`src/rtl/uctl_ahbm_rd_fetch.sv`:
```
// AHB-Lite read master for the DMA Tx path: issues word-sized SINGLE reads for a
// byte-length request and buffers the returned words in a small show-ahead FIFO.
module uctl_ahbm_rd_fetch #(
  parameter int CNTR_WD    = 20,
  parameter int DATA_SIZE  = 32,
  parameter int ADDR_SIZE  = 32,
  parameter int FIFO_DEPTH = 4
) (
  input  logic                 core_Clk,
  input  logic                 uctl_reset,
  input  logic                 sw_rst,
  input  logic [ADDR_SIZE-1:0] dmaTx2ahbm_sRdAddr,
  input  logic [CNTR_WD-1:0]   dmaTx2ahbm_len,
  input  logic                 dmaTx2ahbm_stransEn,
  input  logic                 dmaTx2ahbm_sRdWr,
  // ready means the head word on wrData is valid; rd while ready consumes it in
  // that cycle, and rd while not ready is ignored.
  input  logic                 dmaTx2ahbm_rd,
  output logic                 ahbm2dmaTx_ready,
  output logic [DATA_SIZE-1:0] ahbm2dmaTx_wrData,
  output logic                 ahbm2dmaTx_dataDn,
  output logic                 ahbm2dmaTx_err,
  output logic [ADDR_SIZE-1:0] HADDR,
  output logic [1:0]           HTRANS,
  output logic [2:0]           HSIZE,
  output logic [2:0]           HBURST,
  output logic                 HWRITE,
  input  logic                 HREADY,
  input  logic [DATA_SIZE-1:0] HRDATA,
  input  logic [1:0]           HRESP,
  output logic [2:0]           fsm_state
);

  localparam int PW = $clog2(FIFO_DEPTH);
  localparam int CW = PW + 1;
  localparam logic [CW-1:0] DEPTH_C = CW'(FIFO_DEPTH);

  localparam logic [2:0] S_IDLE   = 3'd0;
  localparam logic [2:0] S_ADDR   = 3'd1;
  localparam logic [2:0] S_DATA   = 3'd2;
  localparam logic [2:0] S_WSPACE = 3'd3;
  localparam logic [2:0] S_FLUSH  = 3'd4;

  logic [2:0]           state, state_nxt;
  logic [ADDR_SIZE-1:0] addr_r;
  logic [CNTR_WD:0]     beats_r;
  logic [CNTR_WD:0]     beats_len;
  logic                 abort_pend;
  logic                 zero_dn_r;

  logic [DATA_SIZE-1:0] mem [FIFO_DEPTH];
  logic [PW-1:0]        wr_ptr, rd_ptr;
  logic [CW-1:0]        count, count_nxt;

  logic start_ok, data_ok, beat_err, push, pop, last, room;

  assign start_ok  = (state == S_IDLE) && dmaTx2ahbm_stransEn && !dmaTx2ahbm_sRdWr && !sw_rst;
  assign beats_len = ({1'b0, dmaTx2ahbm_len} + (CNTR_WD+1)'(3)) >> 2;
  assign data_ok   = (state == S_DATA) && HREADY && !sw_rst;
  assign beat_err  = data_ok && (HRESP == 2'b01);
  assign push      = data_ok && (HRESP != 2'b01);
  assign last      = push && (beats_r == (CNTR_WD+1)'(1));
  assign pop       = dmaTx2ahbm_rd && (count != '0) && !sw_rst;
  assign count_nxt = count + CW'(push) - CW'(pop);
  // A slot is only claimed when the next-cycle occupancy leaves room for one beat.
  assign room      = count_nxt < DEPTH_C;

  always_comb begin
    state_nxt = state;
    if (sw_rst) begin
      case (state)
        S_DATA:  state_nxt = HREADY ? S_IDLE : S_FLUSH;
        S_ADDR:  state_nxt = !HREADY ? S_ADDR : (abort_pend ? S_FLUSH : S_IDLE);
        S_FLUSH: state_nxt = HREADY ? S_IDLE : S_FLUSH;
        default: state_nxt = S_IDLE;
      endcase
    end else begin
      case (state)
        S_IDLE: begin
          if (start_ok && (dmaTx2ahbm_len != '0))
            state_nxt = room ? S_ADDR : S_WSPACE;
        end
        S_ADDR: begin
          if (HREADY) state_nxt = abort_pend ? S_FLUSH : S_DATA;
        end
        S_DATA: begin
          if (HREADY) begin
            if (beat_err || last) state_nxt = S_IDLE;
            else                  state_nxt = room ? S_ADDR : S_WSPACE;
          end
        end
        S_WSPACE: begin
          if (beats_r == '0) state_nxt = S_IDLE;
          else if (room)     state_nxt = S_ADDR;
        end
        S_FLUSH: begin
          if (HREADY) state_nxt = S_IDLE;
        end
        default: state_nxt = S_IDLE;
      endcase
    end
  end

  always_ff @(posedge core_Clk or posedge uctl_reset) begin
    if (uctl_reset) begin
      state      <= S_IDLE;
      addr_r     <= '0;
      beats_r    <= '0;
      abort_pend <= 1'b0;
      zero_dn_r  <= 1'b0;
    end else begin
      state     <= state_nxt;
      zero_dn_r <= start_ok && (dmaTx2ahbm_len == '0);
      if (sw_rst) begin
        beats_r <= '0;
        // A stalled address phase must keep HADDR stable until the slave takes it.
        if ((state == S_ADDR) && !HREADY) begin
          abort_pend <= 1'b1;
        end else begin
          abort_pend <= 1'b0;
          addr_r     <= '0;
        end
      end else begin
        if (abort_pend && (state == S_ADDR) && HREADY) begin
          abort_pend <= 1'b0;
          addr_r     <= '0;
        end
        if (start_ok) begin
          addr_r  <= dmaTx2ahbm_sRdAddr & ~ADDR_SIZE'(3);
          beats_r <= beats_len;
        end else if (push) begin
          beats_r <= beats_r - (CNTR_WD+1)'(1);
          addr_r  <= addr_r + ADDR_SIZE'(4);
        end else if (beat_err) begin
          beats_r <= '0;
        end
      end
    end
  end

  always_ff @(posedge core_Clk or posedge uctl_reset) begin
    if (uctl_reset) begin
      wr_ptr <= '0;
      rd_ptr <= '0;
      count  <= '0;
    end else if (sw_rst) begin
      wr_ptr <= '0;
      rd_ptr <= '0;
      count  <= '0;
    end else begin
      if (push) wr_ptr <= wr_ptr + PW'(1);
      if (pop)  rd_ptr <= rd_ptr + PW'(1);
      count <= count_nxt;
    end
  end

  always_ff @(posedge core_Clk) begin
    if (push) mem[wr_ptr] <= HRDATA;
  end

  assign ahbm2dmaTx_ready  = (count != '0);
  assign ahbm2dmaTx_wrData = (count != '0) ? mem[rd_ptr] : '0;
  assign ahbm2dmaTx_dataDn = zero_dn_r | last | beat_err;
  assign ahbm2dmaTx_err    = beat_err;

  assign HADDR     = addr_r;
  assign HTRANS    = (state == S_ADDR) ? 2'b10 : 2'b00;
  assign HSIZE     = 3'b010;
  assign HBURST    = 3'b000;
  assign HWRITE    = 1'b0;
  assign fsm_state = state;

endmodule

```
`config.mk`:
```
export PLATFORM = sky130hd
export DESIGN_NAME = uctl_ahbm_rd_fetch
export DESIGN_NICKNAME = d
export VERILOG_FILES = /design/src/rtl/uctl_ahbm_rd_fetch.sv
export SDC_FILE = /design/constraint.sdc
export NUM_CORES = 1
export LEC_CHECK = 0
export CORE_MARGIN = 3
export CORE_UTILIZATION = 49
export CTS_BUF_LIST = sky130_fd_sc_hd__clkbuf_4
export CTS_CLUSTER_DIAMETER = 50
export DETAILED_ROUTE_END_ITERATION = 12
export PLACE_DENSITY = 0.77
export REMOVE_ABC_BUFFERS = 1
export SYNTH_ARGS = -nofsm -noshare
export SYNTH_HDL_FRONTEND = slang
export SYNTH_SLANG_ARGS = --single-unit
```
`constraint.sdc`:
```
create_clock -name core_Clk -period 3.37 [get_ports core_Clk]
set_input_delay 0.337 -clock core_Clk [delete_from_list [all_inputs] [get_ports core_Clk]]
set_output_delay 0.337 -clock core_Clk [all_outputs]
set_load 0.03 [all_outputs]
```
==> results of run 1 <==
worst register-to-register path, cell delays in order (launching register included):
cell      delay [ns]
dfrtp_1         0.42
nor4bb_1        0.14
and3_1          0.23
nor3_1          0.33
a21o_1          0.13
ha_1            0.13
inv_1           0.05
fa_1            0.38
xnor2_1         0.17
a311o_2         0.33
a31oi_1         0.18
mux2_1          0.33
Yosys cell counts, drive strengths merged (2+ instances only):
cell     count  area (um^2)
nor2        40        150.1
clkbuf      27        101.4
xnor2        8        70.07
a31oi        7        43.79
ha           9        112.6
buf         26        163.9
conb         2        7.510
a22oi        5        42.54
o31ai        9        67.56
a221o        4        40.04
nand2b       5        31.28
or3b         3        26.28
edfxtp     128         3844
xor2        15        131.4
nor3        21        105.1
nor4b        2        17.52
a21o         8        60.06
and4bb       2        25.02
mux2i        5        50.05
o221ai       9        78.83
a2bb2oi      2        17.52
nand2       45        168.9
a21oi       21        105.1
o21ai       36        180.2
o2111ai      2        17.52
and4         4        35.03
mux4        32        720.7
nand3       35        175.2
nand4       18        112.6
or3          3        18.77
and3         6        37.54
nor4        12        87.58
nor2b        2        12.51
a32oi       13        113.9
or4          8        60.06
a22o         7        61.31
dfrtp       63         1577
o211ai      13        97.59
inv         28        105.1
and2        44        275.3
path summary, 6_finish.rpt:
path | to | slack (ns) | cells after the start
worst min-delay path | HADDR[31] | 0.08 | 2
worst min register to register | beats_r[19] | 0.50 | 1
min in group core_Clk | HADDR[20] | 0.29 | 3
worst max register to register | fsm_state[2] | 0.45 | 11
worst max-delay path | fsm_state[2] | 0.45 | 11
max in group asynchronous | beats_r[9] | 2.57 | 3
metal layers:
layer / vias up / GRT usage, % / routed length, um
met5: - / 0 / 0
met4: 0 / 6.293 / 342
met3: 28 / 3.494 / 1329
met2: 278 / 32.48 / 9907
met1: 3349 / 28.33 / 9317
li1: 3180 / - / -
what timing repair did:
item,CTS,global route
endpoints found under the setup margin,1,1
hold endpoints to repair,0,0
cloned,0,0
gates resized for setup,1,1
setup buffers,0,0
flip-flops by register name, indices dropped and copies added, names as in the netlist:
| name | flops |
|---|---|
| HADDR | 30 |
| abort_pend | 1 |
| mem | 128 |
| zero_dn_r | 1 |
| count | 3 |
| rd_ptr | 2 |
| wr_ptr | 2 |
| fsm_state | 3 |
| beats_r | 21 |
metrics by stage:
step	hold WS, ns	setup WS (ns)	area, um^2	power [uW]
global route	0.08694	0.1590	11540	7070
global placement	0.4774	0.1391	11250	5480
finish	0.08270	0.4486	11540	6668
CTS	0.04230	0.01334	11540	6733
floorplan	0.4026	-0.3893	9074	4508
detailed placement	0.4822	0.06818	11250	5510
power by group through the flow:
stage               sequential (uW)  combinational (uW)  clock [uW]
floorplan                      3070                1440           0
global placement               2890                2590           0
detailed placement             2890                2620           0
CTS                            2850                2630        1260
global route                   2880                2830        1360
finish                         2850                2610        1210
kinds of logic after synthesis:
kind of cell,count (synthesis)
and+or+nand+nor,255
buffers and inverters,81
other,2
DFF,191
muxes,38
adders and majority gates,10
xor gates and xnor gates,23
AOI/OAI and AO/OA,146
cell usage in the layout, fill, tap and decap left out, drive strengths merged, types with 5 or more instances in the layout:
cell type      count
edfxtp           128
o211ai            13
nand2             45
o221ai             9
buf               29
clkbuf            17
inv               38
nor3              21
o21ai             36
xor2              15
xnor2              8
a32oi             13
and3               6
mux4              32
o31ai              9
nand4             18
a21o               8
mux2i              5
nor2              40
a21oi             21
or4                8
a31oi              7
and2              44
nor4              12
nand2b             5
ha                 9
a22o               7
clkdlybuf4s50    158
conb              10
dfrtp             63
nand3             35
a22oi              5
final cells by class:
class / count / area, um^2
antenna: 1 / 2.502
clock buffer: 17 / 127.6
clock inverter: 15 / 156.4
fill: 1446 / 6790
inverter: 28 / 105.1
multi-input combinational: 482 / 3567
sequential: 191 / 5421
tap: 229 / 286.5
timing repair buffer: 188 / 1874
==> results.json, run 1 <==
{
  "tightest_slew_ns": 0.7826,
  "switching_share_pct": 37.71,
  "gr-usage-all-layers_pct": 20.20,
  "clk-insertion-delay-late_ns": 0.57,
  "p_leak_uw": 0.004164,
  "synthFlopType": "edfxtp_1",
  "crit_family": "simple AND/OR/NAND/NOR gates",
  "synthMuxAreaShare_pct": 8.401,
  "min_path_type": "input pin to asynchronous set/reset pin",
  "crit_buf_inv": 1,
  "remaining_drc_errors": 0,
  "max_stage_delay_ns": 0.42,
  "relSlewSlack_pct": 47.82,
  "rows": 49,
  "finalWirelength_mm": 20.90,
  "worstPathArrival_ns": 3.38,
  "pwr-share-clk_pct": 18.1,
  "drive_gt1_share_pct": 11.62,
  "worstPathCellList": "nor4bb_1 -> and3_1 -> nor3_1 -> a21o_1 -> ha_1 -> inv_1 -> fa_1 -> xnor2_1 -> a311o_2 -> a31oi_1 -> mux2_1",
  "cts_sinks": 191,
  "synthAdderAreaFrac_pct": 1.425,
  "first_pass_iters": 5,
  "clk_pin_slew_worst_paths_ns": 0.18,
  "finalSetupViolations": 0,
  "cp-startpoint": "fsm_state[1]",
  "numCtsBuffers": 17,
  "synth_top_family_by_area": "simple AND/OR/NAND/NOR gates",
  "tns_ns": 0,
  "root_buffer": "clkbuf_4",
  "irDropWorstVdd_mv": 0.3355,
  "dp_hpwl_mm": 13.95,
  "rsz0062_at_grt": "no",
  "wl_per_cell_um": 18.15,
  "path_class": "flip-flop to flip-flop",
  "nNetsFinal": 1011,
  "final_hold_viol_count": 0,
  "dp_cells": 1118,
  "report.final.slew_viol_count": 0,
  "yosys.area_share.xor_xnor_pct": 2.164,
  "ys_types": 65,
  "async_flop_share_pct": 32.98,
  "final_core_util_pct": 62.96,
  "crit_path_max_fanout": 4,
  "ctsHoldBuffers": 0,
  "crit_required_ns": 3.83,
  "pwr-share-comb_pct": 39.2,
  "finClkSkew_ns": 0.03538,
  "cap_violations": 0,
  "synth-edff-count": 128,
  "grt_first_pass_wirelength_mm": 33.11,
  "cts_buffer_depth": 2,
  "yosysWarnings": 0,
  "fin_crit_sh_pct": 86.69,
  "gr-total-overflow": 0,
  "synth-seq-cells": 191,
  "cts_tree": "yes",
  "synth_area_per_cell_um2": 12.48,
  "p_per_area_mw_per_mm2": 577.8,
  "gp_congestion": 0.8559,
  "io_buffers": 159,
  "switchingPower_uw": 2514,
  "postRouteAntennaNets": 0,
  "fmax_mhz": 342.3,
  "grt_pass1_vias": 6584,
  "synth_compound_area_share_pct": 10.91,
  "syn2layout_area_growth_pct": 23.98,
  "p_int_uw": 4154,
  "period_minus_slack_ns": 2.921,
  "h-tree-depth": 4,
  "dr_total_vias": 6835,
  "p_seq_share_pct": 42.7,
  "end_kind": "flip-flop",
  "start_kind": "flip-flop",
  "final_cell_count_no_fill": 1151,
  "synth_cells": 746,
  "outcome": "completed",
  "ys_seq_area_share_pct": 58.23,
  "start_util_pct": 50.78,
  "reg2reg_from": "fsm_state[1]",
  "core_area_mm2": 0.01833,
  "die_w_um": 143.8,
  "ios": 172,
  "grt_max_degree": 44,
  "slowest_stage": "dfrtp_1",
  "dieArea_mm2": 0.02069,
  "yosys.area_share.simple_pct": 14.81,
  "avgViaCountPerCell": 5.938,
  "synth_area_mm2": 0.009309,
  "drtIter0Drc": 571,
  "antenna_found_initial": 1,
  "die_h_um": 143.8
}
(Power assumes the default switching activity.)
==> run 2, diff against run 1 <==
--- a/config.mk
+++ b/config.mk
@@ -5,6 +5,7 @@
 export SDC_FILE = /design/constraint.sdc
 export NUM_CORES = 1
 export LEC_CHECK = 0
+export CORE_ASPECT_RATIO = 0.5
 export CORE_MARGIN = 3
 export CORE_UTILIZATION = 49
 export CTS_BUF_LIST = sky130_fd_sc_hd__clkbuf_4
==> run 2 against run 1 <==
Effect of this change: highest routed layer unchanged; global-route usage increased by 1.1 points; sequential share of layout area decreased by 0.21 points; first-iteration DRC count decreased by 7.0%; largest cell class unchanged.
==> results.json, run 2 (synthesized netlist as in run 1, its figures left out) <==
{
  "outcome": "completed",
  "rsz0062_at_grt": "no",
  "core_area_mm2": 0.01799,
  "path_class": "flip-flop to primary output",
  "postRouteAntennaNets": 0,
  "h-tree-depth": 4,
  "end_kind": "primary output",
  "final_hold_viol_count": 0,
  "rows": 34,
  "fillers": 1401,
  "rr_worst_depth": 10,
  "drtIter0Drc": 531,
  "grt_pass1_vias": 6688,
  "gr-usage-all-layers_pct": 21.27,
  "cap_violations": 0,
  "tns_ns": 0,
  "start_kind": "flip-flop",
  "syn2layout_area_growth_pct": 24.53,
  "cts_tree": "yes",
  "numCtsBuffers": 17,
  "dr_total_vias": 6737,
  "crit_path_max_fanout": 9,
  "dp_hpwl_mm": 14.55,
  "cp-startpoint": "beats_r[4]",
  "wl_per_cell_um": 18.70,
  "cts-resized-gates": 2,
  "finalWirelength_mm": 21.92,
  "tightest_slew_ns": 1.046,
  "n_antenna_cell": 0,
  "cts_post_setup_buffers_inserted": 0,
  "gp_congestion": 0.8491,
  "p_leak_uw": 0.004154,
  "relSlewSlack_pct": 30.24,
  "antenna_found_initial": 0,
  "reg2reg_to": "fsm_state[2]",
  "ios": 172,
  "die_h_um": 103.5,
  "die_w_um": 200.9,
  "largest_reg_flops": 128,
  "crit_required_ns": 3.03,
  "remaining_drc_errors": 0,
  "first_pass_iters": 5,
  "irDropWorstVdd_mv": 0.2201,
  "root_buffer": "clkbuf_4",
  "clk-insertion-delay-late_ns": 0.60,
  "layout_commonest_cell": "clkdlybuf4s50_1",
  "grt_first_pass_wirelength_mm": 34.61,
  "cts_buffer_depth": 2,
  "ctsHoldBuffers": 0,
  "nNetsFinal": 1011,
  "dp_cells": 1141,
  "dieArea_mm2": 0.02079,
  "regMostFlops": "mem",
  "report.power.total_uw": 6774,
  "start_util_pct": 51.73,
  "final_cell_count_no_fill": 1172,
  "min_path_type": "input pin to asynchronous set/reset pin",
  "drive_gt1_share_pct": 12.07,
  "fmax_mhz": 321.5,
  "finalSetupViolations": 0,
  "reg2reg_from": "fsm_state[0]",
  "cts_sinks": 191,
  "avgViaCountPerCell": 5.748,
  "grt_max_degree": 50,
  "clk_pin_slew_worst_paths_ns": 0.17,
  "p_per_area_mw_per_mm2": 584.4,
  "rrSetupSlack_ns": 0.52,
  "worstPathArrival_ns": 2.77,
  "io_buffers": 159,
  "fin_crit_sh_pct": 92.29,
  "report.final.slew_viol_count": 0,
  "gr-total-overflow": 0,
  "finClkSkew_ns": 0.02752,
  "mostFrequentLayoutCells": "158 x clkdlybuf4s50_1, 128 x edfxtp_1, 62 x dfrtp_1",
  "period_minus_slack_ns": 3.110
}
[run 2: cell types whose count changed in the layout (fill, tap and decap cells not counted), moves of 2 or more]
cell / before / now
clkinv_4: 1 / 3
and2_1: 44 / 40
and2_2: 0 / 4
inv_6: 4 / 0
[run 2: how the worst max path moves through the flow]
stage                        endpoint  slack, ns
floorplan                fsm_state[2]      -0.39
finish              ahbm2dmaTx_dataDn       0.26
CTS                 ahbm2dmaTx_dataDn       0.24
global route        ahbm2dmaTx_dataDn       0.11
detailed placement       fsm_state[2]       0.07
global placement         fsm_state[2]       0.21
[run 2: per-layer routing]
metal / vias to the layer above / global-route usage (%) / part of all wire, % / routed length, um
met5: - / 0 / 0 / 0
met2: 204 / 36.96 / 51 / 11070
met4: 0 / 5.984 / 1.7 / 382
met3: 34 / 5.064 / 5.7 / 1246
li1: 3166 / - / - / -
met1: 3333 / 27.45 / 42 / 9216
[run 2: where the power goes]
part / switching [uW] / internal (uW)
logic: 1490 / 1140
registers: 192 / 2670
clock network: 873 / 405
[run 2: through the flow]
stage | hold slack, ns | utilization [%] | setup WS, ns | instance area [um^2]
final | 0.03495 | 64.42 | 0.2599 | 11590
after global routing | 0.005899 | 64.42 | 0.1051 | 11590
after CTS | 0.01501 | 64.42 | 0.2391 | 11590
after detailed placement | 0.4837 | 62.77 | 0.07351 | 11300
after global placement | 0.4771 | 62.77 | 0.2054 | 11300
after floorplan | 0.4026 | - | -0.3893 | 9074
[run 2: final cells by class]
| class | instances | area [um^2] | share of cell area [%] |
|---|---|---|---|
| Sequential cell | 191 | 5421 | 46.77 |
| Multi-Input combinational cell | 482 | 3573 | 30.83 |
| Timing Repair Buffer | 188 | 1883 | 16.24 |
| Tap cell | 252 | 315.3 | 2.720 |
| Clock inverter | 14 | 166.4 | 1.436 |
| Clock buffer | 17 | 127.6 | 1.101 |
| Inverter | 28 | 105.1 | 0.9066 |
[run 2: critical path, stage by stage, from the launching register on]
cell,delay (ns)
dfrtp_1,0.48
or4_4,0.64
and4bb_1,0.39
nand2_1,0.09
nand2_1,0.08
a21o_1,0.10
dlygate4sd2_1,0.39
==> run 3, diff against run 2 <==
--- a/config.mk
+++ b/config.mk
@@ -5,6 +5,7 @@
 export SDC_FILE = /design/constraint.sdc
 export NUM_CORES = 1
 export LEC_CHECK = 0
+export CAP_MARGIN = 5
 export CORE_ASPECT_RATIO = 0.5
 export CORE_MARGIN = 3
 export CORE_UTILIZATION = 49
==> results of run 3 <==
No change in the layout: final DEF, timing and power equal those of run 2.
